$ cat config.mk
export PLATFORM = sky130hd
export DESIGN_NAME = dac_stream_tx
export DESIGN_NICKNAME = d
export VERILOG_FILES = /design/src/rtl/dac_stream_tx.sv
export SDC_FILE = /design/constraint.sdc
export NUM_CORES = 1
export LEC_CHECK = 0
export CORE_ASPECT_RATIO = 0.6
export CORE_MARGIN = 5
export CORE_UTILIZATION = 59
export DETAILED_ROUTE_END_ITERATION = 10
export PLACE_DENSITY = 0.79
export SLEW_MARGIN = 25
export SYNTH_ARGS = -nofsm -noshare
export SYNTH_HDL_FRONTEND = slang
export SYNTH_SLANG_ARGS = --single-unit
$ cat constraint.sdc
create_clock -name bclk -period 2.75 [get_ports bclk]
set_input_delay 0.4125 -clock bclk [delete_from_list [all_inputs] [get_ports bclk]]
set_output_delay 0.4125 -clock bclk [all_outputs]
set_load 0.01 [all_outputs]
$ cat src/rtl/dac_stream_tx.sv
// Left-justified mono-to-stereo serial DAC transmitter with a small sample FIFO.
// Optional macro DAC_TX_HOLD_LAST_EN: on underrun, retransmit the previous word instead of silence.
module dac_stream_tx #(
  parameter int N     = 16,
  parameter int DEPTH = 4
) (
  input  logic                     bclk,
  input  logic                     rst_n,
  input  logic                     daclrc,
  input  logic                     s_valid,
  input  logic [N-1:0]             s_data,
  output logic                     s_ready,
  output logic                     dacdat,
  output logic                     underrun,
  output logic [$clog2(DEPTH):0]   level
);

  localparam int PW = $clog2(DEPTH);
  localparam int LW = PW + 1;
  localparam int BW = $clog2(N) + 1;

  typedef enum logic [1:0] {SYNC, SHIFT, PAD} state_t;

  state_t          state_reg, state_next;
  logic            lrc_q;
  logic            rise, fall, lrc_edge;
  logic [N-1:0]    mem [DEPTH];
  logic [PW-1:0]   wr_ptr_reg, rd_ptr_reg;
  logic [LW-1:0]   level_reg;
  logic [N-1:0]    cur_reg, sh_reg;
  logic [BW-1:0]   bitcnt_reg;
  logic            dacdat_reg, underrun_reg;
  logic            push, pop, fifo_empty, fifo_full;
  logic [N-1:0]    pop_word, empty_word, frame_word, slot_word;
  logic            load_en, shift_en, dacdat_next;

  assign rise     = daclrc & ~lrc_q;
  assign fall     = ~daclrc & lrc_q;
  assign lrc_edge = rise | fall;

  assign fifo_empty = (level_reg == '0);
  assign fifo_full  = (level_reg == LW'(DEPTH));
  assign push       = s_valid & ~fifo_full;
  // A word pushed on the rising-edge cycle is never bypassed into the frame.
  assign pop        = rise & ~fifo_empty;
  assign pop_word   = mem[rd_ptr_reg];

`ifdef DAC_TX_HOLD_LAST_EN
  assign empty_word = cur_reg;
`else
  assign empty_word = '0;
`endif

  assign frame_word = fifo_empty ? empty_word : pop_word;
  // Left slot takes the freshly popped word; the right slot repeats cur.
  assign slot_word  = rise ? frame_word : cur_reg;

  always_ff @(posedge bclk) begin
    if (push) begin
      mem[wr_ptr_reg] <= s_data;
    end
  end

  always_ff @(posedge bclk or negedge rst_n) begin
    if (!rst_n) begin
      state_reg <= SYNC;
    end else begin
      state_reg <= state_next;
    end
  end

  always_comb begin
    state_next = state_reg;
    case (state_reg)
      SYNC:    if (rise) state_next = SHIFT;
      SHIFT:   if (lrc_edge) state_next = SHIFT;
               else if (bitcnt_reg == BW'(N)) state_next = PAD;
      PAD:     if (lrc_edge) state_next = SHIFT;
      default: state_next = SYNC;
    endcase
  end

  always_comb begin
    load_en     = 1'b0;
    shift_en    = 1'b0;
    dacdat_next = 1'b0;
    case (state_reg)
      SYNC: begin
        if (rise) begin
          load_en     = 1'b1;
          dacdat_next = slot_word[N-1];
        end
      end
      SHIFT: begin
        if (lrc_edge) begin
          load_en     = 1'b1;
          dacdat_next = slot_word[N-1];
        end else if (bitcnt_reg != BW'(N)) begin
          shift_en    = 1'b1;
          dacdat_next = sh_reg[N-2];
        end
      end
      PAD: begin
        if (lrc_edge) begin
          load_en     = 1'b1;
          dacdat_next = slot_word[N-1];
        end
      end
      default: begin
        load_en     = 1'b0;
        shift_en    = 1'b0;
        dacdat_next = 1'b0;
      end
    endcase
  end

  always_ff @(posedge bclk or negedge rst_n) begin
    if (!rst_n) begin
      lrc_q        <= 1'b0;
      wr_ptr_reg   <= '0;
      rd_ptr_reg   <= '0;
      level_reg    <= '0;
      cur_reg      <= '0;
      sh_reg       <= '0;
      bitcnt_reg   <= '0;
      dacdat_reg   <= 1'b0;
      underrun_reg <= 1'b0;
    end else begin
      lrc_q        <= daclrc;
      dacdat_reg   <= dacdat_next;
      underrun_reg <= rise & fifo_empty;
      if (push) wr_ptr_reg <= wr_ptr_reg + PW'(1);
      if (pop)  rd_ptr_reg <= rd_ptr_reg + PW'(1);
      case ({push, pop})
        2'b10:   level_reg <= level_reg + LW'(1);
        2'b01:   level_reg <= level_reg - LW'(1);
        default: level_reg <= level_reg;
      endcase
      if (rise) cur_reg <= frame_word;
      if (load_en) begin
        sh_reg     <= slot_word;
        bitcnt_reg <= BW'(1);
      end else if (shift_en) begin
        sh_reg     <= sh_reg << 1;
        bitcnt_reg <= bitcnt_reg + BW'(1);
      end
    end
  end

  assign s_ready  = ~fifo_full;
  assign dacdat   = dacdat_reg;
  assign underrun = underrun_reg;
  assign level    = level_reg;

endmodule

---- Yosys cells after proc, flatten, opt, wreduce, memory -nomap -nowiden ----
Memory sizes are Yosys's and may differ from the RTL's.
Cells that the tools add are included.
word-level totals
  flip-flop bits (word level) ............. 48
  bits in latches ......................... 0
  RAM bits ................................ 64
  ROM bits ................................ 0
  input bits .............................. 20
  memories kept ........................... 1
operators by class
  add/sub/neg operators ................... 5
  $mul .................................... 0
  divide/modulo/power cells ............... 0
  $lt $le $gt $ge ......................... 0
  equal/unequal tests ..................... 10
  shifts and indexed selects .............. 0
  muxes and demuxes ....................... 25
  bitwise gates (word level) .............. 10
  reduce and logical (&&, ||, !) cells .... 6
memories
  name  depth  width  read ports  clocked after memory_dff  write ports  line  RTL
  mem   4      16     1           0                         1            27    logic [N-1:0] mem [DEPTH];
operators by type and width
  kind                 number
  $mux 16              2
  $mux 15              2
  $mux 1               11
  $mux 5               2
  $mux 2               4
  $pmux 2 s3           1
  $pmux 3 s2           1
  $add 5x1->5 const B  1
  $and 1x1->1          5
  $eq 5x5->1 const B   1
  $ne 5x5->1 const B   1
  $add 2x1->2 const B  2
  $eq 2x1->1 const B   2
  $eq 2x2->1 const B   2
  $ne 2x2->1 const B   2
  $not 1->1            4
  $reduce_bool 2->1    2
  $add 3x1->3 const B  1
  $eq 3x3->1 const B   1
  $logic_not 3->1      1
  $ne 3x3->1 const B   1
  $pmux 1 s3           1
  $reduce_and 3->1     1
  $sub 3x1->3 const B  1
  4 further kinds      4

---- Logic depth before layout (Yosys ltp) ----
  word-level depth ........................ 7
  depth in mapped cells ................... 11
  gate-level depth less buffers ........... 10

---- Worst setup path after synthesis ----
No wires, ideal clock.
  path kind ............................... input-to-reg
  from .................................... input daclrc
  to ...................................... register level_reg[2] (netlist: level[2])
  arrival time ............................ 2.084 ns
  data required time ...................... 2.671 ns
  slack ................................... 0.587 ns
  stages on the path ...................... 10
  path buffers ............................ 2
  cell sequence ........................... ha_1 o31a_1 buf_2 buf_2 ha_1 inv_1 fa_1 xor2_1 nor2_1 xor2_1
between the ends
  cells in the longest elaborated chain, start to end .. 4
ends and longest elaborated chain
  item                                             line  RTL
  start: declaration                               9     input logic daclrc,
  $and 1x1->1 *                                    37    assign rise = daclrc & ~lrc_q;
  $and 1x1->1 *                                    45    assign pop = rise & ~fifo_empty;
  via pop                                          33    logic push, pop, fifo_empty, fifo_full;
  $eq 2x1->1 or $eq 2x2->1 (tied branches)         134   case ({push, pop})
  $pmux 3 s2 or $reduce_bool 2->1 (tied branches)  n/a
  end signal: assignment                           135   2'b10: level_reg <= level_reg + LW'(1);
  end signal: assignment                           136   2'b01: level_reg <= level_reg - LW'(1);
  end signal: assignment                           137   default: level_reg <= level_reg;
  end: declaration                                 29    logic [LW-1:0] level_reg;
The timed path passes the listed nets; every way through them passes the cells marked *.
A chain may end at the register's enable or synchronous reset.

---- Worst setup path after layout ----
  from .................................... register level_reg[0] (netlist: level[0])
  to ...................................... register level_reg[2] (netlist: level[2])
between the ends
  cells in the longest elaborated chain, start to end .. 5
ends and longest elaborated chain
  item                                             line
  $eq 3x3->1 or $logic_not 3->1 (tied branches)    42, 41
  $not 1->1 (on tied branches)                     43, 45
  $and 1x1->1 (on tied branches)                   43, 45
  $eq 2x1->1 or $eq 2x2->1 (tied branches)         134
  $pmux 3 s2 or $reduce_bool 2->1 (tied branches)  n/a
Several ways; a longest one is shown, not always the timed one.

==> flow_metrics.env <==
export IMPL_fin_nets=347
export IMPL_endpoint="level[2]"
export IMPL_crit_required_ns=3.02
export IMPL_end_kind="flop"
export IMPL_synth_edf_count=64
export IMPL_clockBufferDepth=2
export IMPL_n_antenna_cell=0
export IMPL_worst_hold_path_type="primary input to async pin"
export IMPL_synth_seq_cells=112
export IMPL_yosysSeqAreaShare_pct=67.8
export IMPL_crit_path_start="level[0]"
export IMPL_cp_arrival_ns=2.51
export IMPL_track_usage_pct=18.5
export IMPL_syn_nets=311
export IMPL_period_minus_slack_ns=2.24
export IMPL_stdcell_area_sq_mm=0.00528
export IMPL_clock_root_buffer="clkbuf_16"
export IMPL_firstDrtPassIters=4
export IMPL_async_reset_ff_share_pct=42.9
export IMPL_cap_violations=0
export IMPL_critPathKind="flop to flop"
export IMPL_start_util_pct=62.1
export IMPL_drc=0
export IMPL_setup_viol=0
export IMPL_place_area_sq_mm=0.00499
export IMPL_rsz0062_at_grt="no"
export IMPL_htreeDepth=3
export IMPL_ctsResizeCount=0
export IMPL_port_buffers=25
export IMPL_finalSetupTns_ns=0
export IMPL_area_growth_syn_to_layout_pct=14.8
export IMPL_yosys_warnings=0
export IMPL_reg2reg_from="level[0]"
export IMPL_tightest_slew_ns=0.482
export IMPL_grt_max_degree=36
export IMPL_numCtsBuffers=9
export IMPL_cts_tree="done"
export IMPL_postCtsHoldBufs=0
export IMPL_gr_total_overflow=0
export IMPL_largest_register_ffs=64
export IMPL_die_y_um=78.4
export IMPL_max_slew_margin_pct=67.8
export IMPL_yosysUniqueCellTypes=39
export IMPL_powerDensity_mw_per_mm2=1050
export IMPL_max_freq_mhz=447
export IMPL_final_common_cell="edfxtp_1"
export IMPL_syn_area_sq_mm=0.00460
export IMPL_fin_ws_ns=0.513
export IMPL_ff2ff_setup_slack_ns=0.51
export IMPL_ir_drop_v=0.000498
export IMPL_antenna_found_initial=0
export IMPL_final_cell_mix="edfxtp_1, dfrtp_1, clkdlybuf4s50_1, a22o_1, mux2i_1"
export IMPL_io_pins=26
export IMPL_dp_hpwl_um=5050
export IMPL_r2r_end="level[2]"
export IMPL_drv_slew=0
export IMPL_wl_per_cell_um=18.8
export IMPL_dieArea_sq_mm=0.00973
export IMPL_drt_iter0_markers=209
export IMPL_hold_viol_final=0
export IMPL_coreArea_sq_mm=0.00742
export IMPL_synthCells=277
export IMPL_cts_post_setup_buffers_inserted=0
export IMPL_cp_max_fo=6
export IMPL_path_clk_slew_ns=0.07
export IMPL_status="completed"
export IMPL_fin_worst_skew_ns=0.00613
export IMPL_fp_row_count=24
export IMPL_grt_pass1_wl_um=13200
export IMPL_num_vias=2379
export IMPL_dp_slack_ns=0.346
export IMPL_postSynthAreaPerCell_sq_um=16.6
export IMPL_synth_flop_cell="edfxtp_1"
export IMPL_fin_crit_sh_pct=81.4
export IMPL_routabilityCongestion=0.821
export IMPL_drtAntennaViolNets=0
export IMPL_viasPerCell=5.64
export IMPL_leakagePower_uw=0.00207
export IMPL_die_w_um=124
export IMPL_totalWireLength_um=7920
export IMPL_drive_gt1_share_pct=14.5
export IMPL_worstSkewPairLatency_ns=0.35
export IMPL_r2r_cells=10
export IMPL_grt_pass1_vias=2498
export IMPL_cp_start_kind="flop"
export IMPL_cts_sinks=112
worst min path at each step:
stage / end / slack (ns) / cells after the start
floorplan: bitcnt_reg[0] / 0.12 / 0
global placement: lrc_q / 0.41 / 1
detailed placement: lrc_q / 0.41 / 1
CTS: cur_reg[15] / 0.03 / 1
global route: lrc_q / 0.06 / 1
finish: lrc_q / 0.02 / 1
where the power goes:
part / leakage, uW / switching [uW] / internal [uW] / total (uW)
registers: 0.00119 / 247 / 2290 / 2530
logic: 0.000731 / 878 / 839 / 1720
clock network: 0.000146 / 576 / 717 / 1290
cell families after synthesis:
logic type	share of synthesized area, %
buffers and inverters	3.12
AOI/OAI and AO/OA	6.41
xor gates and xnor gates	1.90
muxes	12.1
and+or+nand+nor	4.70
adders and majority gates	3.97
DFF	67.8
Yosys cell counts, drive strengths merged (7+ instances only):
cell type | instances | area share (%)
a22o | 17 | 3.2
and3 | 7 | 0.95
buf | 9 | 1.7
dfrtp | 48 | 26
edfxtp | 64 | 42
ha | 13 | 3.5
inv | 11 | 0.90
mux2i | 15 | 3.3
mux4 | 16 | 8.3
nand2 | 17 | 1.5
nor2 | 9 | 0.73
o21ai | 16 | 2.0
metrics by stage:
| step | power, uW | hold slack (ns) | std cells | utilization, % |
|---|---|---|---|---|
| final | 5540 | 0.0156 | 422 | 71.2 |
| after CTS | 5590 | 0.0309 | 422 | 71.2 |
| after global routing | 5880 | 0.0578 | 422 | 71.2 |
| after global placement | 4210 | 0.409 | 406 | 67.2 |
| after floorplan | 3780 | 0.117 | 277 | - |
| after detailed placement | 4290 | 0.407 | 406 | 67.2 |
metal layers:
metal  vias up  track usage (%)  wire [um]  share of wire, %
met5         -                0          0                 0
met2        45             27.2       3580                45
met3         8             7.11        411               5.2
li1       1122                -          -                 -
met4         0             3.50         70              0.88
met1      1204             26.8       3850                49
area by class of cell:
| cell class | count | area [sq um] |
|---|---|---|
| Tap cell | 104 | 130 |
| Timing Repair Buffer | 37 | 348 |
| Clock buffer | 11 | 233 |
| Fill cell | 484 | 2130 |
| Inverter | 12 | 45.0 |
| Clock inverter | 5 | 63.8 |
| Multi-Input combinational cell | 141 | 1340 |
| Sequential cell | 112 | 3120 |
worst max-delay path, cell delays in order (launching register included):
cell	delay (ns)
dfrtp_1	0.43
inv_1	0.13
nand3_1	0.21
and2_1	0.28
inv_1	0.09
ha_1	0.19
inv_1	0.07
fa_1	0.37
xor2_1	0.15
nor2_1	0.11
xor2_1	0.15
No activity file was read; power rests on OpenSTA's default activity.
